### src/rtl/cla_nibble_serial_ctrl_pkg.sv
// Shared definitions for the nibble-serial carry-lookahead adder controller.
// Holds the FSM encoding, slice width and counter sizing helper.
package cla_nibble_serial_ctrl_pkg;

    localparam int unsigned NIBBLE_W = 4;

    // Encoding 2'd3 is never produced and is decoded as IDLE
    typedef enum logic [1:0] {
        IDLE = 2'd0,
        RUN  = 2'd1,
        DONE = 2'd2
    } state_t;

    function automatic int unsigned cnt_width(input int unsigned nibbles);
        return (nibbles > 1) ? $clog2(nibbles) : 1;
    endfunction

endpackage

### src/rtl/cla_nibble_serial_ctrl_bit_4_cla.sv
// Purely combinational 4-bit carry-lookahead adder slice.
// Carries are computed from generate/propagate terms, not rippled.
module bit_4_cla
    import cla_nibble_serial_ctrl_pkg::*;
(
    input  logic [NIBBLE_W-1:0] a,
    input  logic [NIBBLE_W-1:0] b,
    input  logic                cin,
    output logic [NIBBLE_W-1:0] sum,
    output logic                cout
);

    logic [NIBBLE_W-1:0] g;
    logic [NIBBLE_W-1:0] p;
    logic [NIBBLE_W:0]   c;

    assign g = a & b;
    assign p = a ^ b;

    assign c[0] = cin;
    assign c[1] = g[0] | (p[0] & cin);
    assign c[2] = g[1] | (p[1] & g[0]) | (p[1] & p[0] & cin);
    assign c[3] = g[2] | (p[2] & g[1]) | (p[2] & p[1] & g[0])
                | (p[2] & p[1] & p[0] & cin);
    assign c[4] = g[3] | (p[3] & g[2]) | (p[3] & p[2] & g[1])
                | (p[3] & p[2] & p[1] & g[0])
                | (p[3] & p[2] & p[1] & p[0] & cin);

    assign sum  = p ^ c[NIBBLE_W-1:0];
    assign cout = c[NIBBLE_W];

endmodule

### src/rtl/cla_nibble_serial_ctrl.sv
// Adds WIDTH-bit operands one nibble per cycle through a single shared
// 4-bit CLA slice, LSB nibble first, with valid/ready on both sides.
module cla_nibble_serial_ctrl
    import cla_nibble_serial_ctrl_pkg::*;
#(
    parameter int unsigned WIDTH = 16
) (
    input  logic             clk,
    input  logic             rst,
    input  logic             in_valid,
    output logic             in_ready,
    input  logic [WIDTH-1:0] a,
    input  logic [WIDTH-1:0] b,
    input  logic             cin,
    output logic             out_valid,
    input  logic             out_ready,
    output logic [WIDTH-1:0] sum,
    output logic             cout,
    output logic             ovf,
    output logic             busy
);

    localparam int unsigned NIBBLES = WIDTH / NIBBLE_W;
    localparam int unsigned CNT_W   = cnt_width(NIBBLES);
    localparam logic [CNT_W-1:0] CNT_LAST = CNT_W'(NIBBLES - 1);

    state_t state;
    state_t state_n;

    logic             accept_c;
    logic             step_c;
    logic             last_c;
    logic             release_c;

    logic [WIDTH-1:0] op_a;
    logic [WIDTH-1:0] op_b;
    logic [WIDTH-1:0] res;
    logic             carry_r;
    logic [CNT_W-1:0] cnt;
    logic             a_msb;
    logic             b_msb;

    logic [NIBBLE_W-1:0] slice_sum;
    logic                slice_cout;

    bit_4_cla u_slice (
        .a    (op_a[NIBBLE_W-1:0]),
        .b    (op_b[NIBBLE_W-1:0]),
        .cin  (carry_r),
        .sum  (slice_sum),
        .cout (slice_cout)
    );

    always_ff @(posedge clk) begin
        if (rst) begin
            state <= IDLE;
        end else begin
            state <= state_n;
        end
    end

    // Next state plus the datapath strobes; in_ready and busy decode state directly
    always_comb begin
        state_n   = state;
        in_ready  = 1'b0;
        busy      = 1'b0;
        accept_c  = 1'b0;
        step_c    = 1'b0;
        last_c    = 1'b0;
        release_c = 1'b0;
        case (state)
            RUN: begin
                busy   = 1'b1;
                step_c = 1'b1;
                if (cnt == CNT_LAST) begin
                    last_c  = 1'b1;
                    state_n = DONE;
                end
            end
            DONE: begin
                busy = 1'b1;
                if (out_ready) begin
                    release_c = 1'b1;
                    state_n   = IDLE;
                end
            end
            default: begin
                in_ready = 1'b1;
                if (in_valid) begin
                    accept_c = 1'b1;
                    state_n  = RUN;
                end else begin
                    state_n = IDLE;
                end
            end
        endcase
    end

    // Operand shifters, carry, nibble counter and result registers
    always_ff @(posedge clk) begin
        if (rst) begin
            op_a      <= '0;
            op_b      <= '0;
            res       <= '0;
            carry_r   <= 1'b0;
            cnt       <= '0;
            a_msb     <= 1'b0;
            b_msb     <= 1'b0;
            sum       <= '0;
            cout      <= 1'b0;
            ovf       <= 1'b0;
            out_valid <= 1'b0;
        end else begin
            if (accept_c) begin
                op_a    <= a;
                op_b    <= b;
                carry_r <= cin;
                cnt     <= '0;
                a_msb   <= a[WIDTH-1];
                b_msb   <= b[WIDTH-1];
            end
            if (step_c) begin
                op_a    <= {{NIBBLE_W{1'b0}}, op_a[WIDTH-1:NIBBLE_W]};
                op_b    <= {{NIBBLE_W{1'b0}}, op_b[WIDTH-1:NIBBLE_W]};
                res     <= {slice_sum, res[WIDTH-1:NIBBLE_W]};
                carry_r <= slice_cout;
                cnt     <= cnt + CNT_W'(1);
            end
            // Final nibble lands straight in the output register
            if (last_c) begin
                sum       <= {slice_sum, res[WIDTH-1:NIBBLE_W]};
                cout      <= slice_cout;
                ovf       <= (a_msb == b_msb) && (slice_sum[NIBBLE_W-1] != a_msb);
                out_valid <= 1'b1;
                cnt       <= '0;
            end
            if (release_c) begin
                out_valid <= 1'b0;
            end
        end
    end

endmodule
### config.mk
export PLATFORM = sky130hd
export DESIGN_NAME = cla_nibble_serial_ctrl
export DESIGN_NICKNAME = d
export VERILOG_FILES = /design/src/rtl/cla_nibble_serial_ctrl_pkg.sv /design/src/rtl/cla_nibble_serial_ctrl_bit_4_cla.sv /design/src/rtl/cla_nibble_serial_ctrl.sv
export SDC_FILE = /design/constraint.sdc
export NUM_CORES = 1
export LEC_CHECK = 0
export ABC_AREA = 1
export ABC_CLOCK_PERIOD_IN_PS = 2000
export CAP_MARGIN = 20
export CORE_ASPECT_RATIO = 1.25
export CORE_MARGIN = 2
export CORE_UTILIZATION = 45
export DETAILED_ROUTE_END_ITERATION = 16
export GPL_TIMING_DRIVEN = 0
export PLACE_DENSITY_LB_ADDON = 0.3
export SLEW_MARGIN = 20
export SYNTH_ARGS = -nofsm -noshare
export SYNTH_HDL_FRONTEND = slang
export SYNTH_SLANG_ARGS = --single-unit
### constraint.sdc
create_clock -name clk -period 2 [get_ports clk]
set_input_delay 0.5 -clock clk [delete_from_list [all_inputs] [get_ports clk]]
set_output_delay 0.5 -clock clk [all_outputs]
set_load 0.02 [all_outputs]
==> flow_results.org, run 1 <==
** Worst setup path
- Critical Path Sink Type :: output pin
- In this run the worst setup path begins at state[0].
- RR Startpoint :: state[0]
- Class of the most critical setup path :: register to output pin
- Crit path launch type :: register
- Signal arrival time at the worst endpoint :: roughly 1.4 ns
- Top fanout value on the critical path :: 3
- In this run the critical register-to-register path is captured at op_a[10].
- Path depth of the worst reg2reg path :: 9
- Critical Path RT :: 1.50 ns
- Setup slack of the most critical reg-to-reg path :: 0.23 ns

** Floorplan
- In this run the horizontal extent of the chip is 74.9 um.
- The floorplan step defined a core boundary enclosing 6130 um^2.
- Initial core utilization :: 0.462
- In this run the vertical extent of the chip is about 90 um.
- # IOs :: just under 60
- After floorplanning, the core was divided into 32 placement rows.
- Area enclosed by the die boundary :: roughly 6900 um^2

** Synth
- For this run, the leading register cell type out of synthesis is dfxtp_1.
- Register bit count reported by yosys :: 70
- In this run, synthesis inferred 0 flip-flops with an integrated enable.
- Number of unique standard cell types used by synthesis :: 31
- Count of warnings emitted by yosys :: 0
- Cell area after technology mapping :: 2830 um^2
- Of the synthesized area, sequential elements account for 0.495.
- When the netlist entered floorplanning its net count stood at 388.
- Dividing the synthesized area by the synthesized cell count gives 8.25 um^2.
- Number of instances in the synthesized netlist :: 343
- Of all flip-flops after synthesis, the portion carrying an async set or reset was 0.

** Job
- The tool flagged a number of max-cap violations equal to 0.

** Clocking
- In this run the deepest clock path goes through 2 buffers.
- After clock tree synthesis, the setup repair step added 0 buffers.
- Clock sink count :: 70
- Clock-pin slew was measured on the worst setup and hold paths at 0.07 ns.
- Num CTS Buffers :: 9
- Root cell of the clock tree :: clkbuf_8
- TritonCTS clock tree :: yes
- The clock tree synthesis step divided the H-tree into 3 levels.
- At the later pin of the worst-skew pair, clock insertion delay measures around 0.35 ns.

** Timing
- Largest clock skew in the final design :: between 0.009 and 0.01 ns
- Setup repair after global routing left no endpoint under its margin.
- Slew at the pin closest to its max-slew limit :: 0.431 ns
- The max-slew violation count was 0.
- Dividing the final minimum period by the clock period gives 0.956.
- Setup violations remaining at the end of the flow were counted as 0.
- Slew HR :: 0.712
- Number of hold violations in the final report :: 0
- Setup_tns :: 0 ns
- The clock period could shrink to 1.91 ns.
- Hold timing on the final database bottoms out at a slack of roughly 0.45 ns.
- Based on the critical path, the design can be clocked at up to 523 MHz.

** Detailed routing
- Mean routed wirelength per cell :: 12.4 um
- Violation count after the first detailed-route iteration :: 81
- Across all layers, the routed design uses around 2,500 vias.
- Met2 WL post-DR :: about 3200 um
- The detailed router put a total of 2600 um of wire on met1.
- Vias/cell :: 5.01
- # DRC :: 0
- The routed design has 6210 um of wire.
- Remaining antenna violation count :: 0
- The detailed router used layers up to and including met4.
- The routed design uses 274 um of met3 wire.
- Detailed-routing iteration count for the pre-antenna-repair pass :: 4

** GRT
- Number of global-route vias before repair :: 2,356
- Number of antenna violations at the first check in global routing :: 0
- The first global-routing pass estimated 10,600 um of wire.
- Largest net degree at the start of global routing :: 13
- Total GRT Usage :: 0.200
- Overflow after GRT :: 0

** Place
- Detail Placement HPWL :: around 4600 um
- Port Buffers :: 56
- RePlAce Congestion :: 0.787
- Once placement finished, the instance area stood at around 3500 um^2.

** Pwr
- Summed over all cells, the static leakage comes to 1.43 nW.
- Switch Pwr :: 0.872 mW
- Proportion of power drawn by combinational gates :: 0.159
- Worst-case vdd ir drop :: about 0.00056 V
- Power per Cell Area :: ~890 nW/um^2
- The internal power of the cells totals 2.44 mW.
- Of the total power, the clock network draws 0.378.
- Fraction of power consumed by sequential logic :: 0.463
- Switching share of total power :: 0.263

** Outcome
- Result of the run :: completed

** Worst hold path
- The startpoint identified for the worst hold timing path is sum[15].
- In this run the worst hold path is classified as register to register.
- For hold timing, the worst endpoint is sum[15].
- Worst hold path stage count :: 2

** Layout
- Layout cells sized above 1 :: 0.135
- Final net count :: ~460
- The repair_antennas step left the layout with diodes totalling 0.
- Total non-filler cell area in the finished layout :: 3710 um^2
- Area added between synthesis and finish :: 31.2%
-- power groups by stage --
stage / Combinational [mW] / Clock [mW] / Sequential [mW]
2_1_floorplan: 0.361 / 0 / 1.55
6_report: 0.528 / 1.25 / 1.54
4_1_cts: 0.530 / 1.27 / 1.54
3_3_place_gp: 0.521 / 0 / 1.56
3_5_place_dp: 0.530 / 0 / 1.57
5_1_grt: 0.596 / 1.33 / 1.55
-- cell type report --
class / instances / area [um^2]
clock inverters: 6 / 85.1
inverters: 29 / 111
plain buffers: 18 / 113
fillers: 568 / 2410
clock buffers: 10 / 138
multi-input cells: 226 / 1200
well taps: 85 / 106
flip-flops and latches: 70 / 1400
repair buffers: 56 / 554
-- state kept, by name, summed over array words and instances, names as in the netlist --
| signal | cells |
|---|---|
| state | 2 |
| cout | 1 |
| carry_r | 1 |
| ovf | 1 |
| out_valid | 1 |
| cnt | 2 |
| res | 12 |
| op_b | 16 |
| b_msb | 1 |
| a_msb | 1 |
| op_a | 16 |
| sum | 16 |
-- cell usage after synthesis (3+ instances only) --
| cell | number | area share |
|---|---|---|
| a21oi_1 | 15 | 0.027 |
| buf_2 | 9 | 0.016 |
| buf_4 | 3 | 0.0080 |
| buf_6 | 3 | 0.012 |
| clkbuf_1 | 3 | 0.0040 |
| dfxtp_1 | 70 | 0.50 |
| ha_1 | 7 | 0.031 |
| inv_1 | 24 | 0.032 |
| inv_2 | 4 | 0.0053 |
| nand2_1 | 62 | 0.082 |
| nand3_1 | 8 | 0.014 |
| nor2_1 | 22 | 0.029 |
| nor3_1 | 40 | 0.071 |
| o21ai_0 | 30 | 0.053 |
| o21ai_2 | 10 | 0.031 |
| o22ai_1 | 11 | 0.024 |
-- placed cells by master (no fill, tap or decap), drive strengths merged, types with 11 or more instances in the layout --
master,netlist,layout
nand2,64,64
nor2,24,24
a21oi,15,15
o21ai,42,42
dfxtp,70,70
clkbuf,3,14
inv,29,29
clkdlybuf4s50,0,54
o22ai,11,11
nor3,42,42
buf,15,15
-- timing repair --
action,4_1_cts,5_1_grt
hold buffers,0,0
gates resized for setup,2,2
setup endpoints to repair,2,1
-- logic make-up (layout without fill, tap and decap cells) --
family	count (synthesis)	in the layout	synth area share
flip-flops	70	70	0.495
AND/OR/NAND/NOR	142	142	0.225
XOR/XNOR	2	2	0.00619
buffers and inverters	47	119	0.0792
AO/OA/AOI/OAI	74	74	0.156
adder cells (fa/ha/maj)	8	8	0.0380
-- metrics by stage --
| stage | util | worst slack (ns) | power [mW] | std cells |
|---|---|---|---|---|
| after floorplan | - | 0.402 | 1.92 | 343 |
| after global placement | 0.571 | 0.0696 | 2.08 | 484 |
| after detailed placement | 0.571 | 0.0578 | 2.10 | 484 |
| after CTS | 0.607 | 0.0215 | 3.33 | 500 |
| after global routing | 0.606 | 0.0200 | 3.47 | 500 |
| final | 0.606 | 0.0881 | 3.32 | 500 |
-- per-layer routing --
metal  vias to the layer above  global-route usage
li1                       1281                   -
met1                      1143               0.235
met2                        73               0.348
met3                        10              0.0337
met4                         0              0.0863
met5                         -                   0
-- worst max-delay path by stage --
| stage | to | slack [ns] | cells past startpoint |
|---|---|---|---|
| global route | in_ready | 0.02 | 3 |
| detailed placement | op_a[10] | 0.06 | 8 |
| finish | in_ready | 0.09 | 3 |
| floorplan | op_a[10] | 0.40 | 9 |
| global placement | op_a[10] | 0.07 | 8 |
| CTS | busy | 0.02 | 4 |
-- worst max-delay path, stage by stage (launching register included) --
cell and delay, ns:
dfxtp_1 0.34, inv_1 0.06, ha_1 0.33, dlygate4sd2_1 0.34
(Power assumes the default switching activity.)
==> run 2, diff against run 1 <==
HOLD_SLACK_MARGIN = 0.08   (was unset)
==> results of run 2 <==
No change in the layout: final DEF, timing and power equal those of run 1.
==> run 3, diff against run 2 <==
ABC_AREA = 0   (was 1)
CORE_MARGIN = 1   (was 2)
==> run 3 against run 2 <==
Against the previous run:
- area after synthesis down 0.35%
- critical path depth unchanged
- hold slack better by 0.0059 ns
- global-route usage up 1.5 points
- die area down 5.1%
- combinational power down 23%
- largest power group unchanged
- clock power down 9%
- cell area down 0.88%
- final cell count down 5.2%
- maximum frequency up 2.1%
- flip-flop and latch count unchanged
- via count down 2.9%
==> flow_results.org, run 3 <==
** Outcome
- Result of the run :: completed (unchanged)

** Worst setup path
- Setup slack of the most critical reg-to-reg path :: 0.16 ns (was 0.23 ns)
- The endpoint class of the critical path was an output pin (unchanged).
- Signal arrival time at the worst endpoint :: 1.37 ns (was 1.41 ns)
- The startpoint-to-endpoint class of the critical path was register to output pin (unchanged).
- Crit path launch type :: register (unchanged)
- Top fanout value on the critical path :: 4 (was 3)
- Max incr delay on CP :: 0.34 ns (about the same)
- Library cell contributing the largest single delay on the critical path :: dfxtp_1 (unchanged)
- Cells traversed along the worst timing path :: inv_1, ha_1, clkdlybuf4s15_1 (was inv_1, ha_1, dlygate4sd2_1)
- Reg-to-reg endpoint :: ovf (was op_a[10])
- Buffers & Inverters on Critical Path :: 2 (unchanged)
- Critical Path RT :: 1.50 ns (about the same)
- The worst flop-to-flop path startpoint is op_a[0] (was state[0]).
- Path depth of the worst reg2reg path :: 5 (was 9)
- Gate family responsible for the most delay along the worst path :: buffers and inverters (unchanged)

** GRT
- Total GRT Usage :: 0.216 (was 0.200)
- The total congestion overflow after global routing came to 0 (unchanged).
- The wire length of the first global-routing pass came to 10,900 um (was 10,600 um).
- The pin count of the biggest net entering global routing is 13 (unchanged).
- Number of global-route vias before repair :: 2,368 (was 2,356)
- The number of antenna violations at the first check in global routing is 0 (unchanged).

** Detailed routing
- Vias/cell :: 5.14 (was 5.01)
- The average wire per standard cell came to 13.6 um (was 12.4 um).
- The sum of routed wire length over all layers was 6430 um (was 6210 um).
- The post-route DRC violation count came to 0 (unchanged).
- The post-route antenna net violation count was 0 (unchanged).
- The first-pass iteration count of the detailed router was 4 (unchanged).
- Violation count after the first detailed-route iteration :: 101 (was 81)
- Via total after detailed routing :: 2,435 (was 2,507)

** Place
- Cell count after placement :: 458 (was 484)
- The count of port buffers added during placement came to 56 (unchanged).
- Detail Placement HPWL :: 4670 um (was 4610 um)
- Post-placement setup slack :: -0.144 ns (was 0.0578 ns)
- RePlAce Congestion :: 0.796 (was 0.787)

** Timing
- The max-slew violation count was 0 (unchanged).
- Setup_tns :: 0 ns (unchanged)
- F_max :: 534 MHz (was 523 MHz)
- The setup slack after layout was 0.127 ns (was 0.0881 ns).
- The relative slew slack is 0.646 (was 0.712).
- The worst hold slack is 0.460 ns (was 0.455 ns).
- The actual transition at the worst max-transition pin came to 0.529 ns (was 0.431 ns).
- Final critical-path share of the clock period :: 0.936 (was 0.956)
- Setup Viol. Count Final :: 0 (unchanged)
- RSZ-0062 raised after global routing: no (unchanged).
- Largest clock skew in the final design :: 0.0109 ns (was 0.00911 ns)
- The post-layout minimum cycle time was 1.87 ns (was 1.91 ns).
- Number of hold violations in the final report :: 0 (unchanged)

** Clocking
- Root cell of the clock tree :: clkbuf_8 (unchanged)
- H-Tree Level Count :: 3 (unchanged)
- The largest buffer count on any clock path was 2 (unchanged).
- Clock sink count :: 70 (unchanged)
- The number of clock buffers inserted by TritonCTS is 9 (unchanged).
- The number of buffers inserted by hold repair at cts is 0 (unchanged).
- The number of post-CTS setup repair buffers is 0 (unchanged).
- Worst-skew pair later-pin latency :: 0.34 ns (was 0.35 ns)
- The clock input transition at the sequential cells of the worst setup and hold paths came to 0.08 ns (was 0.07 ns).
- The CTS tree is yes (unchanged).

** Floorplan
- The number of placed I/O pins was 58 (unchanged).
- The total die area came to 6590 um^2 (was 6940 um^2).
- The starting density of the core was 0.475 (was 0.462).
- Cell row count :: 31 (was 32)
- Die X :: 72.8 um (was 74.9 um)
- The area of the core region was 5930 um^2 (was 6130 um^2).
- Height of the die :: 90.5 um (was 92.6 um)

** Synth
- The flop and latch count out of synthesis came to 70 (unchanged).
- The post-synthesis net count came to 365 (was 388).
- Cells taking the most area after synthesis :: dfxtp_1, nand2_1, a311oi_1 (was dfxtp_1, nand2_1, nor3_1)
- The post-synthesis sequential area ratio is 0.497 (was 0.495).
- The share of the synthesized area in the top cell type came to 0.497 (was 0.495).
- The share of flip-flops with an asynchronous set or reset after synthesis is 0 (unchanged).
- Most used flip-flop cell after synthesis :: dfxtp_1 (unchanged)
- Count of warnings emitted by yosys :: 0 (unchanged)
- Cell area after technology mapping :: 2820 um^2 (was 2830 um^2)
- The gate count after technology mapping was 320 (was 343).
- The cell accounting for the most synthesized area was dfxtp_1 (unchanged).
- The number of enable flip-flop cells after synthesis came to 0 (unchanged).
- The library cell with the highest instance count after synthesis is nand2_1 (was dfxtp_1).
- Number of unique standard cell types used by synthesis :: 37 (was 31)
- Mean Syn Cell Area :: 8.81 um^2 (was 8.25 um^2)
- Cell types with the highest counts after synthesis :: nand2_1, dfxtp_1, nor2_1 (was dfxtp_1, nand2_1, nor3_1)

** Pwr
- The switching part of the total power was 0.259 (was 0.263).
- The part of the total power dissipated in combinational logic is 0.133 (was 0.159).
- The part of the power in registers came to 0.495 (was 0.463).
- Proportion of power drawn by the clock network :: 0.372 (was 0.378)
- Cell leakage power :: 1.42 nW (was 1.43 nW)
- Worst-case vdd ir drop :: 0.000504 V (was 0.000559 V)
- The power per cell area was 829 nW/um^2 (was 893 nW/um^2).
- Internal power summed over all cells :: 2.26 mW (was 2.44 mW)
- The net switching component of the power is 0.791 mW (was 0.872 mW).

** Layout
- Filler Cells Inserted :: 535 (was 568)
- The most common cell after layout, fill and taps aside is nand2_1 (was dfxtp_1).
- Final net count :: 432 (was 455)
- Area added between synthesis and finish :: 30.5% (was 31.2%)
- Highest-count cells in the layout ignoring fill and taps :: nand2_1, dfxtp_1, clkdlybuf4s50_1, nor2_1, a311oi_1 (was dfxtp_1, nand2_1, clkdlybuf4s50_1, nor3_1, o21ai_0)
- The final cell count without fillers came to 474 (was 500).
- The area occupied by multi-input gates came to 1290 um^2 (was 1200 um^2).
- Leading registers by flop count :: op_a x16, op_b x16, sum x16 (unchanged)
- The count of inserted antenna diode cells was 0 (unchanged).
- The sequential standard cell area was 1400 um^2 (unchanged).
- Layout cells sized above 1 :: 0.0842 (was 0.135)

** Worst hold path
- Worst hold path stage count :: 2 (unchanged)
- The type of the most critical hold path is register to register (unchanged).
- The start point of the worst hold path was op_a[13] (was sum[15]).
- The destination of the worst hold path is op_a[13] (was sum[15]).

** Job
- Maxcap violations :: 0 (unchanged)
-- run 3: area by class of cell --
class	count	share of cell area
multi-input combinational	220	0.351
tap	82	0.0279
inverter	7	0.00714
timing repair buffer	56	0.151
clock buffer	10	0.0374
buffer	23	0.0282
sequential	70	0.381
clock inverter	6	0.0167
-- run 3: through the flow --
stage | power [mW] | utilization | cell area [um^2]
after floorplan | 1.79 | - | 2820
after global placement | 1.94 | 0.587 | 3480
after detailed placement | 1.95 | 0.587 | 3480
after CTS | 3.07 | 0.620 | 3680
after global routing | 3.19 | 0.620 | 3680
final | 3.05 | 0.620 | 3680
-- run 3: logic make-up after synthesis --
logic type | count (synthesis) | synth area share
adder cells (fa/ha/maj) | 8 | 0.0382
AND/OR/NAND/NOR | 130 | 0.187
XOR/XNOR | 1 | 0.00311
AO/OA/AOI/OAI | 71 | 0.194
buffers and inverters | 30 | 0.0448
flip-flops | 70 | 0.497
multiplexers | 10 | 0.0355
-- run 3: how the worst max path moves through the flow --
stage	startpoint	to	slack [ns]	cells after the start
finish	state[0]	in_ready	0.13	3
global route	state[0]	in_ready	0.02	3
CTS	state[0]	busy	0.03	4
detailed placement	in_valid	op_a[6]	-0.14	6
global placement	in_valid	op_a[7]	-0.11	6
floorplan	op_a[0]	ovf	0.25	5
-- run 3: layer usage --
metal | global-route usage | wire, um | vias to the layer above
met5 | 0 | 0 | -
met4 | 0.0948 | 125 | 0
met3 | 0.0469 | 210 | 14
met2 | 0.379 | 3270 | 65
met1 | 0.245 | 2830 | 1105
li1 | - | - | 1251
-- run 3: timing repair --
action,4_1_cts,5_1_grt
endpoints found under the setup margin,2,19
hold endpoints to repair,0,0
gates resized for setup,2,9
-- run 3: worst register-to-register path, delay by kind of cell, from the launching register on --
family	cells	cell delay, ns
AO/OA/AOI/OAI	3	0.90
flip-flops	1	0.33
adder cells (fa/ha/maj)	1	0.31
AND/OR/NAND/NOR	1	0.19
-- run 3: power groups by stage --
stage | logic, mW | registers (mW) | clock network, mW
after CTS | 0.405 | 1.51 | 1.16
after floorplan | 0.261 | 1.53 | 0
final | 0.405 | 1.51 | 1.14
after detailed placement | 0.404 | 1.54 | 0
after global placement | 0.398 | 1.54 | 0
after global routing | 0.450 | 1.52 | 1.22
